<file path="src/rtl/mem_bridge_pkg.sv">
// -----------------------------------------------------------------------------
// mem_bridge_pkg
// Shared definitions for the multi-beat memory word bridge.
//   - default width constants for the datapath / memory / address
//   - bridge_state_e : IDLE -> XFER -> RESP sequencing states
//   - lane_index()   : which MEM_W-wide slice of the word a beat touches,
//                      taking beat ordering (endianness) into account
//   - lane_offset()  : bit offset of a lane inside the word
// -----------------------------------------------------------------------------
package mem_bridge_pkg;

  localparam int DEF_DATA_W = 16;
  localparam int DEF_MEM_W  = 8;
  localparam int DEF_BEATS  = 2;
  localparam int DEF_ADDR_W = 16;

  typedef enum logic [1:0] {
    IDLE = 2'd0,
    XFER = 2'd1,
    RESP = 2'd2
  } bridge_state_e;

  // Beat 'beat' of a transfer whose last beat index is 'last_beat'.
  // Little-endian: beat i -> lane i. Big-endian: the first (lowest-address)
  // beat carries the most-significant lane of the N-beat value.
  function automatic logic [31:0] lane_index(input logic [31:0] beat,
                                             input logic [31:0] last_beat,
                                             input logic        big_endian);
    lane_index = big_endian ? (last_beat - beat) : beat;
  endfunction

  function automatic logic [31:0] lane_offset(input logic [31:0] lane,
                                              input logic [31:0] mem_w);
    lane_offset = lane * mem_w;
  endfunction

endpackage

</file>
<file path="src/rtl/mem_bridge_lane_assembler.sv">
// -----------------------------------------------------------------------------
// mem_bridge_lane_assembler
// Collects MEM_W-wide beats into a DATA_W-wide word and applies zero/sign
// extension for values shorter than the full word.
//
// Ports:
//   i_clk, i_rst_n : clock, asynchronous active-low reset
//   i_clear        : zero the assembly register (start of a new request)
//   i_capture      : store i_lane_data into lane i_lane at this edge
//   i_lane         : destination lane of the current beat
//   i_size         : beats minus one of the value being assembled
//   i_sext         : fill unused upper lanes with the value's top bit
//   i_lane_data    : beat data from memory
//   o_data         : assembled, extended word
// -----------------------------------------------------------------------------
module mem_bridge_lane_assembler
  import mem_bridge_pkg::*;
#(
  parameter int MEM_W  = DEF_MEM_W,
  parameter int BEATS  = DEF_BEATS,
  parameter int DATA_W = MEM_W * BEATS,
  localparam int SIZE_W = $clog2(BEATS)
) (
  input  logic              i_clk,
  input  logic              i_rst_n,
  input  logic              i_clear,
  input  logic              i_capture,
  input  logic [SIZE_W-1:0] i_lane,
  input  logic [SIZE_W-1:0] i_size,
  input  logic              i_sext,
  input  logic [MEM_W-1:0]  i_lane_data,
  output logic [DATA_W-1:0] o_data
);

  logic [DATA_W-1:0] r_asm;
  logic              w_msb;

  always_ff @(posedge i_clk or negedge i_rst_n) begin
    if (!i_rst_n) begin
      r_asm <= '0;
    end else if (i_clear) begin
      r_asm <= '0;
    end else if (i_capture) begin
      for (int b = 0; b < BEATS; b++) begin
        if (i_lane == SIZE_W'(b)) begin
          r_asm[b*MEM_W +: MEM_W] <= i_lane_data;
        end
      end
    end
  end

  // Only lanes 0..i_size ever receive data, so the lanes above hold zero
  // and only need overriding when sign extension is requested.
  always_comb begin
    w_msb = 1'b0;
    for (int b = 0; b < BEATS; b++) begin
      if (i_size == SIZE_W'(b)) begin
        w_msb = r_asm[b*MEM_W + MEM_W - 1];
      end
    end
    o_data = r_asm;
    for (int b = 0; b < BEATS; b++) begin
      if (SIZE_W'(b) > i_size) begin
        o_data[b*MEM_W +: MEM_W] = {MEM_W{i_sext & w_msb}};
      end
    end
  end

endmodule

</file>
<file path="src/rtl/mem_word_bridge.sv">
// -----------------------------------------------------------------------------
// mem_word_bridge
// Self-sequencing bridge between a DATA_W datapath and a MEM_W byte memory.
// Accepts one word request, issues req_size+1 consecutive memory beats,
// then presents an assembled (optionally sign-extended) response.
//
// Handshakes: a transfer happens on a rising edge where valid && ready are
// both high. The producer holds valid and its payload until that edge; the
// bridge never withdraws rsp_valid or changes rsp_rdata/rsp_err before it.
//
// Ports:
//   Clock, Reset             : clock, asynchronous active-low reset
//   req_valid/req_ready      : request handshake
//   req_write, req_size,
//   req_sext, req_addr,
//   req_wdata                : request payload (size = beats minus one)
//   rsp_valid/rsp_ready      : response handshake
//   rsp_rdata, rsp_err       : response payload
//   Mem_Address, Mem_Data,
//   Mem_WR, Mem_CS           : memory beat interface (Mem_CS active low)
//   MemOut                   : combinational memory read data
//   o_dbg_state              : current sequencing state
//
// Build option: MEM_WORD_BRIDGE_ALIGN_CHECK_EN rejects requests that cross a
// BEATS-aligned boundary (rsp_err=1, no memory access). Without it, rsp_err
// is 0 and crossing requests simply run on with address wrap.
// -----------------------------------------------------------------------------
module mem_word_bridge
  import mem_bridge_pkg::*;
#(
  parameter int DATA_W     = DEF_DATA_W,
  parameter int MEM_W      = DEF_MEM_W,
  parameter int BEATS      = DEF_BEATS,
  parameter int ADDR_W     = DEF_ADDR_W,
  parameter int BIG_ENDIAN = 0,
  localparam int SIZE_W    = $clog2(BEATS)
) (
  input  logic              Clock,
  input  logic              Reset,
  input  logic              req_valid,
  output logic              req_ready,
  input  logic              req_write,
  input  logic [SIZE_W-1:0] req_size,
  input  logic              req_sext,
  input  logic [ADDR_W-1:0] req_addr,
  input  logic [DATA_W-1:0] req_wdata,
  output logic              rsp_valid,
  input  logic              rsp_ready,
  output logic [DATA_W-1:0] rsp_rdata,
  output logic              rsp_err,
  output logic [ADDR_W-1:0] Mem_Address,
  output logic [MEM_W-1:0]  Mem_Data,
  output logic              Mem_WR,
  output logic              Mem_CS,
  input  logic [MEM_W-1:0]  MemOut,
  output logic [1:0]        o_dbg_state
);

  if (DATA_W != MEM_W * BEATS) begin : g_bad_width
    $error("mem_word_bridge: DATA_W must equal MEM_W*BEATS");
  end
  if (BEATS < 2 || (BEATS & (BEATS - 1)) != 0) begin : g_bad_beats
    $error("mem_word_bridge: BEATS must be a power of two, at least 2");
  end

  bridge_state_e     r_state;
  bridge_state_e     w_state_nxt;

  logic              r_write;
  logic [SIZE_W-1:0] r_size;
  logic              r_sext;
  logic [DATA_W-1:0] r_wdata;
  logic [SIZE_W-1:0] r_beat;
  logic [ADDR_W-1:0] r_mem_addr;

  logic              w_accept;
  logic              w_capture;
  logic              w_last;
  logic              w_misalign;
  logic [SIZE_W-1:0] w_lane;
  logic [DATA_W-1:0] w_asm_data;

`ifdef MEM_WORD_BRIDGE_ALIGN_CHECK_EN
  logic              r_err;

  // lo + N > BEATS  <=>  lo + (N-1) >= BEATS; one extra bit avoids overflow.
  assign w_misalign = ({1'b0, req_addr[SIZE_W-1:0]} + {1'b0, req_size})
                      >= (SIZE_W+1)'(BEATS);
  assign rsp_err    = (r_state == RESP) & r_err;
`else
  assign w_misalign = 1'b0;
  assign rsp_err    = 1'b0;
`endif

  assign w_last      = (r_beat == r_size);
  assign w_lane      = SIZE_W'(lane_index(32'(r_beat), 32'(r_size),
                                          BIG_ENDIAN != 0));
  assign Mem_Address = r_mem_addr;
  assign rsp_rdata   = (r_state == RESP) ? w_asm_data : '0;
  assign o_dbg_state = r_state;

  // State register
  always_ff @(posedge Clock or negedge Reset) begin
    if (!Reset) begin
      r_state <= IDLE;
    end else begin
      r_state <= w_state_nxt;
    end
  end

  // Next state and memory/handshake outputs
  always_comb begin
    w_state_nxt = r_state;
    req_ready   = 1'b0;
    rsp_valid   = 1'b0;
    Mem_CS      = 1'b1;
    Mem_WR      = 1'b0;
    Mem_Data    = '0;
    w_accept    = 1'b0;
    w_capture   = 1'b0;
    case (r_state)
      IDLE: begin
        req_ready = 1'b1;
        if (req_valid) begin
          w_accept    = 1'b1;
          w_state_nxt = w_misalign ? RESP : XFER;
        end
      end
      XFER: begin
        Mem_CS    = 1'b0;
        Mem_WR    = r_write;
        w_capture = ~r_write;
        if (r_write) begin
          Mem_Data = r_wdata[lane_offset(32'(w_lane), 32'(MEM_W)) +: MEM_W];
        end
        if (w_last) begin
          w_state_nxt = RESP;
        end
      end
      RESP: begin
        rsp_valid = 1'b1;
        if (rsp_ready) begin
          w_state_nxt = IDLE;
        end
      end
      default: w_state_nxt = IDLE;
    endcase
  end

  // Request latch, beat counter and beat address
  always_ff @(posedge Clock or negedge Reset) begin
    if (!Reset) begin
      r_write    <= 1'b0;
      r_size     <= '0;
      r_sext     <= 1'b0;
      r_wdata    <= '0;
      r_beat     <= '0;
      r_mem_addr <= '0;
    end else if (w_accept) begin
      r_write <= req_write;
      r_size  <= req_size;
      // Extension only applies to loads.
      r_sext  <= req_sext & ~req_write;
      r_wdata <= req_wdata;
      r_beat  <= '0;
      // A rejected request never drives the bus, so the address keeps
      // showing the last beat actually issued.
      if (!w_misalign) begin
        r_mem_addr <= req_addr;
      end
    end else if (r_state == XFER && !w_last) begin
      r_beat     <= r_beat + SIZE_W'(1);
      r_mem_addr <= r_mem_addr + ADDR_W'(1);
    end
  end

`ifdef MEM_WORD_BRIDGE_ALIGN_CHECK_EN
  always_ff @(posedge Clock or negedge Reset) begin
    if (!Reset) begin
      r_err <= 1'b0;
    end else if (w_accept) begin
      r_err <= w_misalign;
    end
  end
`endif

  mem_bridge_lane_assembler #(
    .MEM_W (MEM_W),
    .BEATS (BEATS),
    .DATA_W(DATA_W)
  ) u_assembler (
    .i_clk      (Clock),
    .i_rst_n    (Reset),
    .i_clear    (w_accept),
    .i_capture  (w_capture),
    .i_lane     (w_lane),
    .i_size     (r_size),
    .i_sext     (r_sext),
    .i_lane_data(MemOut),
    .o_data     (w_asm_data)
  );

endmodule

</file>
<file path="config.mk">
export PLATFORM = sky130hd
export DESIGN_NAME = mem_word_bridge
export DESIGN_NICKNAME = d
export VERILOG_FILES = /design/src/rtl/mem_bridge_pkg.sv /design/src/rtl/mem_bridge_lane_assembler.sv /design/src/rtl/mem_word_bridge.sv
export SDC_FILE = /design/constraint.sdc
export NUM_CORES = 1
export LEC_CHECK = 0
export ABC_AREA = 1
export ABC_CLOCK_PERIOD_IN_PS = 2100
export CAP_MARGIN = 20
export CORE_ASPECT_RATIO = 0.9
export CORE_MARGIN = 8
export CORE_UTILIZATION = 47
export CTS_CLUSTER_SIZE = 28
export DETAILED_ROUTE_END_ITERATION = 10
export PLACE_DENSITY = 0.76
export SETUP_SLACK_MARGIN = 0.1
export SYNTH_ARGS = -nofsm -noshare
export SYNTH_HDL_FRONTEND = slang
export SYNTH_HIERARCHICAL = 1
export SYNTH_SLANG_ARGS = --single-unit
</file>
<file path="constraint.sdc">
create_clock -name Clock -period 2.1 [get_ports Clock]
set_clock_uncertainty 0.15 [all_clocks]
set_input_delay 0.63 -clock Clock [delete_from_list [all_inputs] [get_ports Clock]]
set_output_delay 0.63 -clock Clock [all_outputs]
set_load 0.01 [all_outputs]
</file>
* After elaboration in Yosys (flattened, before gate mapping)
Cells that the tools add are included.
** Storage, ports and cells
- Register bits :: 54
- Input port bits :: 47
- Memory bits (read-only) :: 0
- Logic and storage cells :: 59
- Bits in latches :: 0
- Memories :: 0
- Memory bits (writable) :: 0
- Output and inout port bits :: 47
** Cells by class
- Shifts and indexed selects :: 1
- Add/sub/neg operators :: 2
- Equality and inequality tests :: 7
- Divide/modulo/power cells :: 0
- Muxes and demuxes :: 25
- Magnitude comparators :: 2
- Bitwise operators :: 4
- Reductions and logical operators :: 9
- Multipliers :: 0
** Operators with widths (number)
- $mux 16 :: 5
- $mux 8 :: 6
- $add 16x1->16 const B :: 1
- $shiftx 16x5->8 :: 1
- $mux 1 :: 10
- $mux 2 :: 3
- $ne 2x2->1 const B :: 3
- $pmux 2 s3 :: 1
- $reduce_bool 2->1 :: 3
- $reduce_and 2->1 :: 2
- $reduce_and 3->1 :: 1
- $and 1x1->1 :: 2
- $eq 2x1->1 const B :: 1
- $eq 2x2->1 const B :: 1
- $gt 1x1->1 const A :: 2
- $logic_not 2->1 :: 1
- $ne 2x1->1 const B :: 1
- $not 1->1 :: 2
- $add 1x1->1 const B :: 1
- $eq 1x1->1 :: 1
- $logic_and 1x1->1 :: 1
- $logic_not 1->1 :: 1

* Logic depth before layout (Yosys ltp)
- Depth after elaboration :: 5
- Depth in mapped cells :: 9
- Mapped depth without buffers :: 9

* Hierarchy
Netlist, hierarchy kept.
** Modules (own cells, without submodules)
- mem_word_bridge :: seq. area each 950.9 um^2, cells each 333, area an instance 2228.4 um^2, times used 1
- mem_bridge_lane_assembler :: seq. area each 400.4 um^2, cells each 115, area an instance 864.6 um^2, times used 1

* Worst setup path before layout
Ideal clock, no wire load.
- Kind :: register to output
- Start :: reg r_state[1], in the netlist o_dbg_state[1]
- End :: out Mem_Data[0]
- Required time :: 1.320 ns
- Arrival :: 1.346 ns
- Buffers on the path :: 0
- Path slack :: -0.026 ns
- Cell stages (with the launch flop) :: 6
- Path through :: dfrtp_1 nor2_4 inv_1 nor2_1 inv_1 a21oi_1
** On the way
- Word-level cells in the longest chain between the ends :: 2
** RTL lines
- start, declared :: RTL line mem_word_bridge.sv:66 : bridge_state_e r_state;
- start signal, assigned :: RTL line mem_word_bridge.sv:107 : r_state <= w_state_nxt;
- $eq 2x1->1 :: RTL line mem_word_bridge.sv:121 : case (r_state)
- $mux 8 :: RTL line mem_word_bridge.sv:121
- end, declared :: RTL line mem_word_bridge.sv:52 : output logic [MEM_W-1:0] Mem_Data,
Every way passes these cells.

* Final worst setup path
- Start :: reg r_state[0], in the netlist o_dbg_state[0]
- End :: out rsp_rdata[0]
** On the way
- Word-level cells in the longest chain between the ends :: 2
** RTL lines
- $eq 2x2->1 :: RTL line mem_word_bridge.sv:99 : assign rsp_rdata = (r_state == RESP) ? w_asm_data : '0;
- $mux 16 :: RTL line mem_word_bridge.sv:99
- end, declared :: RTL line mem_word_bridge.sv:49 : output logic [DATA_W-1:0] rsp_rdata,
Every way passes these cells.

==> qor.yml <==
rsz0062_at_grt: "yes"
syn_area_per_cell_um2: 6.904
final_nets: 629
die_width_um: 101.5
clock_latency_ns: 0.31
finalNonFillerCells: 671
grt_pass1_vias: 3228
synthCells: 448
ys_seq_area_frac: 0.4369
hold_viol_final: 0
diodes: 0
yosysUniqueCellTypes: 29
routabilityCongestion: 0.8609
core_area_um2: 6481
fin_util: 0.7133
fmax_ghz: 0.4128
cp_max_fo: 5
htree_num_levels: 2
yosys_warnings: 6
status: "finished, violations left"
max_stage_delay_ns: 0.41
crit_family: "buffers and inverters"
cts_root_buffer: "clkbuf_8"
timing.final.ws_setup_ns: -0.3223
area.growth.synth_to_final_pct: 49.47
wl_per_cell_um: 14.44
synth_top_cells_by_count: "172 x nand2_1, 63 x nor2_1, 54 x dfrtp_1"
power_mw: 5.971
worstSetupStartpointType: "flip-flop"
place_hpwl_mm: 6.518
grt_usage: 0.2015
tns_ns: -6.018
reg2reg_slack_ns: 0.22
p_leak_nw: 2.415
crit_top_cell: "buf_6"
path_buf_inv: 6
synth_most_common_cell: "nand2_1"
num_io_pins: 94
power.density_nw_per_um2: 1292
initial_core_util: 0.4772
dr.pass1.iters: 4
timing.rr.start: "o_dbg_state[1]"
post-synth-top-area-cell: "dfrtp_1"
critPathSlowestCell: "dfrtp_1"
ir_drop_mv: 0.6023
post-route-period-util: 1.153
clk_pin_slew_ns: 0.10
cp-end-kind: "output port"
netlist_area_um2: 3093
hold_path.class: "in2async"
drc_errors: 0
drt_iter0_markers: 200
required_ns: 1.32
grt_pass1_wl_mm: 15.29
antenna_found_initial: 0
cts_hold_buf: 0
synth_top_area_frac: 0.4369
final_max_slew_viol_count: 0
numCtsBuffers: 5
reg2reg_to: "Mem_Address[0]"
arrival_ns: 1.64
num_vias: 3292
overflow: 0
tritoncts: "done"
grt_max_degree: 39
synthTopCellsByArea: "dfrtp_1 44%, nand2_1 21%, nor2_1 7.6%, inv_1 5.2%, nand3_1 5.2%"
syn-num-nets: 496
via_per_inst: 4.906
crit_chain: "buf_6 -> nor2_4 -> buf_6 -> buf_8 -> clkinv_8 -> buf_6 -> nor2_2 -> buf_2"
ctsLongestPathBuffers: 2
cts.sinks: 54
synth_edf_count: 0
r2r_cells: 12
die_area_um2: 9436
synthArstFlopShare: 1.000
synth_seq_cells: 54
rows: 28
drive_gt1_frac: 0.2341
setup_violations: 26
antenna_left: 0
maxCapViolCount: 0
totalWireLength_mm: 9.692
violations: "negative setup slack"
worstSetupPathType: "reg2out"
io_buffers: 92
finalCriticalPeriod_ns: 2.422
dieHeight_um: 92.96
ys.flop_type: "dfrtp_1"
dp_cells: 628
[area by class of cell]
class	count	area, um2
timing repair inverter	2	18.77
timing repair buffer	147	1344
tap	90	112.6
fill	540	1858
inverter	50	210.2
multi-input combinational	321	1504
clock buffer	5	68.82
clock inverter	2	10.01
sequential	54	1355
[worst reg2reg max path, cell delays in order (launching register included)]
cell,delay [ns]
dfrtp_1,0.40
buf_6,0.13
buf_4,0.13
buf_6,0.11
nor2_4,0.11
buf_4,0.13
nand2_4,0.08
inv_2,0.09
buf_12,0.18
nand2_1,0.07
o21ai_0,0.08
nand2_1,0.07
o21ai_0,0.08
[state kept, by name (all words and copies together) (netlist names)]
register and cells:
Mem_Address 16, r_write 1, r_size 1, r_beat 1
r_wdata 16, u_assembler/r_asm 16, r_sext 1, o_dbg_state 2
[worst max path at each step]
stage               slack, ns            from       endpoint  cells after the start
floorplan                0.05  o_dbg_state[1]    Mem_Data[0]                      5
global placement        -0.22  o_dbg_state[1]    Mem_Data[6]                      6
detailed placement      -0.27  o_dbg_state[1]    Mem_Data[6]                      6
CTS                     -0.31  o_dbg_state[0]  rsp_rdata[12]                      7
global route            -0.40  o_dbg_state[1]  rsp_rdata[12]                      8
finish                  -0.32  o_dbg_state[0]   rsp_rdata[0]                      8
[kinds of logic (layout without fill, tap and decap cells)]
logic type	Yosys count	after routing	share of synthesized area
and+or+nand+nor	282	282	0.3774
buffers and inverters	73	206	0.1137
DFF	54	54	0.4369
AOI/OAI and AO/OA	34	34	0.05825
xor gates and xnor gates	3	3	0.008497
adders and majority gates	1	1	0.004045
other	1	1	0.001212
[power by group]
| group | internal [mW] | switching [mW] |
|---|---|---|
| Combinational | 1.63 | 1.95 |
| Sequential | 1.50 | 0.337 |
| Clock | 0.225 | 0.337 |
[layer usage]
metal,track usage,share of wire,vias to the layer above
met3,0.05022,0.063,8
met1,0.2524,0.43,1541
li1,-,-,1631
met5,0,0,-
met4,0.04337,0.0080,0
met2,0.3402,0.50,112
[cells in the final DEF, fill, tap and decap left out, types with 2 or more instances in the layout]
cell,Yosys,final
nand2_1,172,172
dfrtp_1,54,51
nor2_1,63,50
clkdlybuf4s50_1,0,45
inv_1,43,40
buf_4,11,38
nand3_1,32,32
buf_6,3,24
buf_2,7,18
dlygate4sd2_1,0,14
o21ai_0,13,13
nor2_4,1,11
a21oi_1,17,10
a21oi_2,0,7
inv_2,6,6
nor2_2,2,5
clkbuf_8,0,5
nand4_1,4,4
buf_12,0,4
dfrtp_2,0,3
nor3_1,3,3
inv_4,0,2
nand2_4,1,2
xor2_1,2,2
clkinv_2,0,2
dlymetal6s2s_1,0,2
[timing repair]
action	CTS	global route
hold endpoints to repair	0	0
gates cloned	1	1
endpoints found under the setup margin	46	31
setup buffers	29	5
resized for setup	173	34
pin swaps	5	7
[per-stage QoR]
| step | worst slack, ns | area [um2] | hold WS (ns) |
|---|---|---|---|
| floorplan | 0.05229 | 3095 | 0.1844 |
| global placement | -0.2190 | 4160 | 0.3122 |
| detailed placement | -0.2687 | 4160 | 0.3183 |
| CTS | -0.3065 | 4464 | 0.09948 |
| global route | -0.3986 | 4623 | 0.1100 |
| finish | -0.3223 | 4623 | 0.09685 |
No activity file was read; power rests on OpenSTA's default activity.
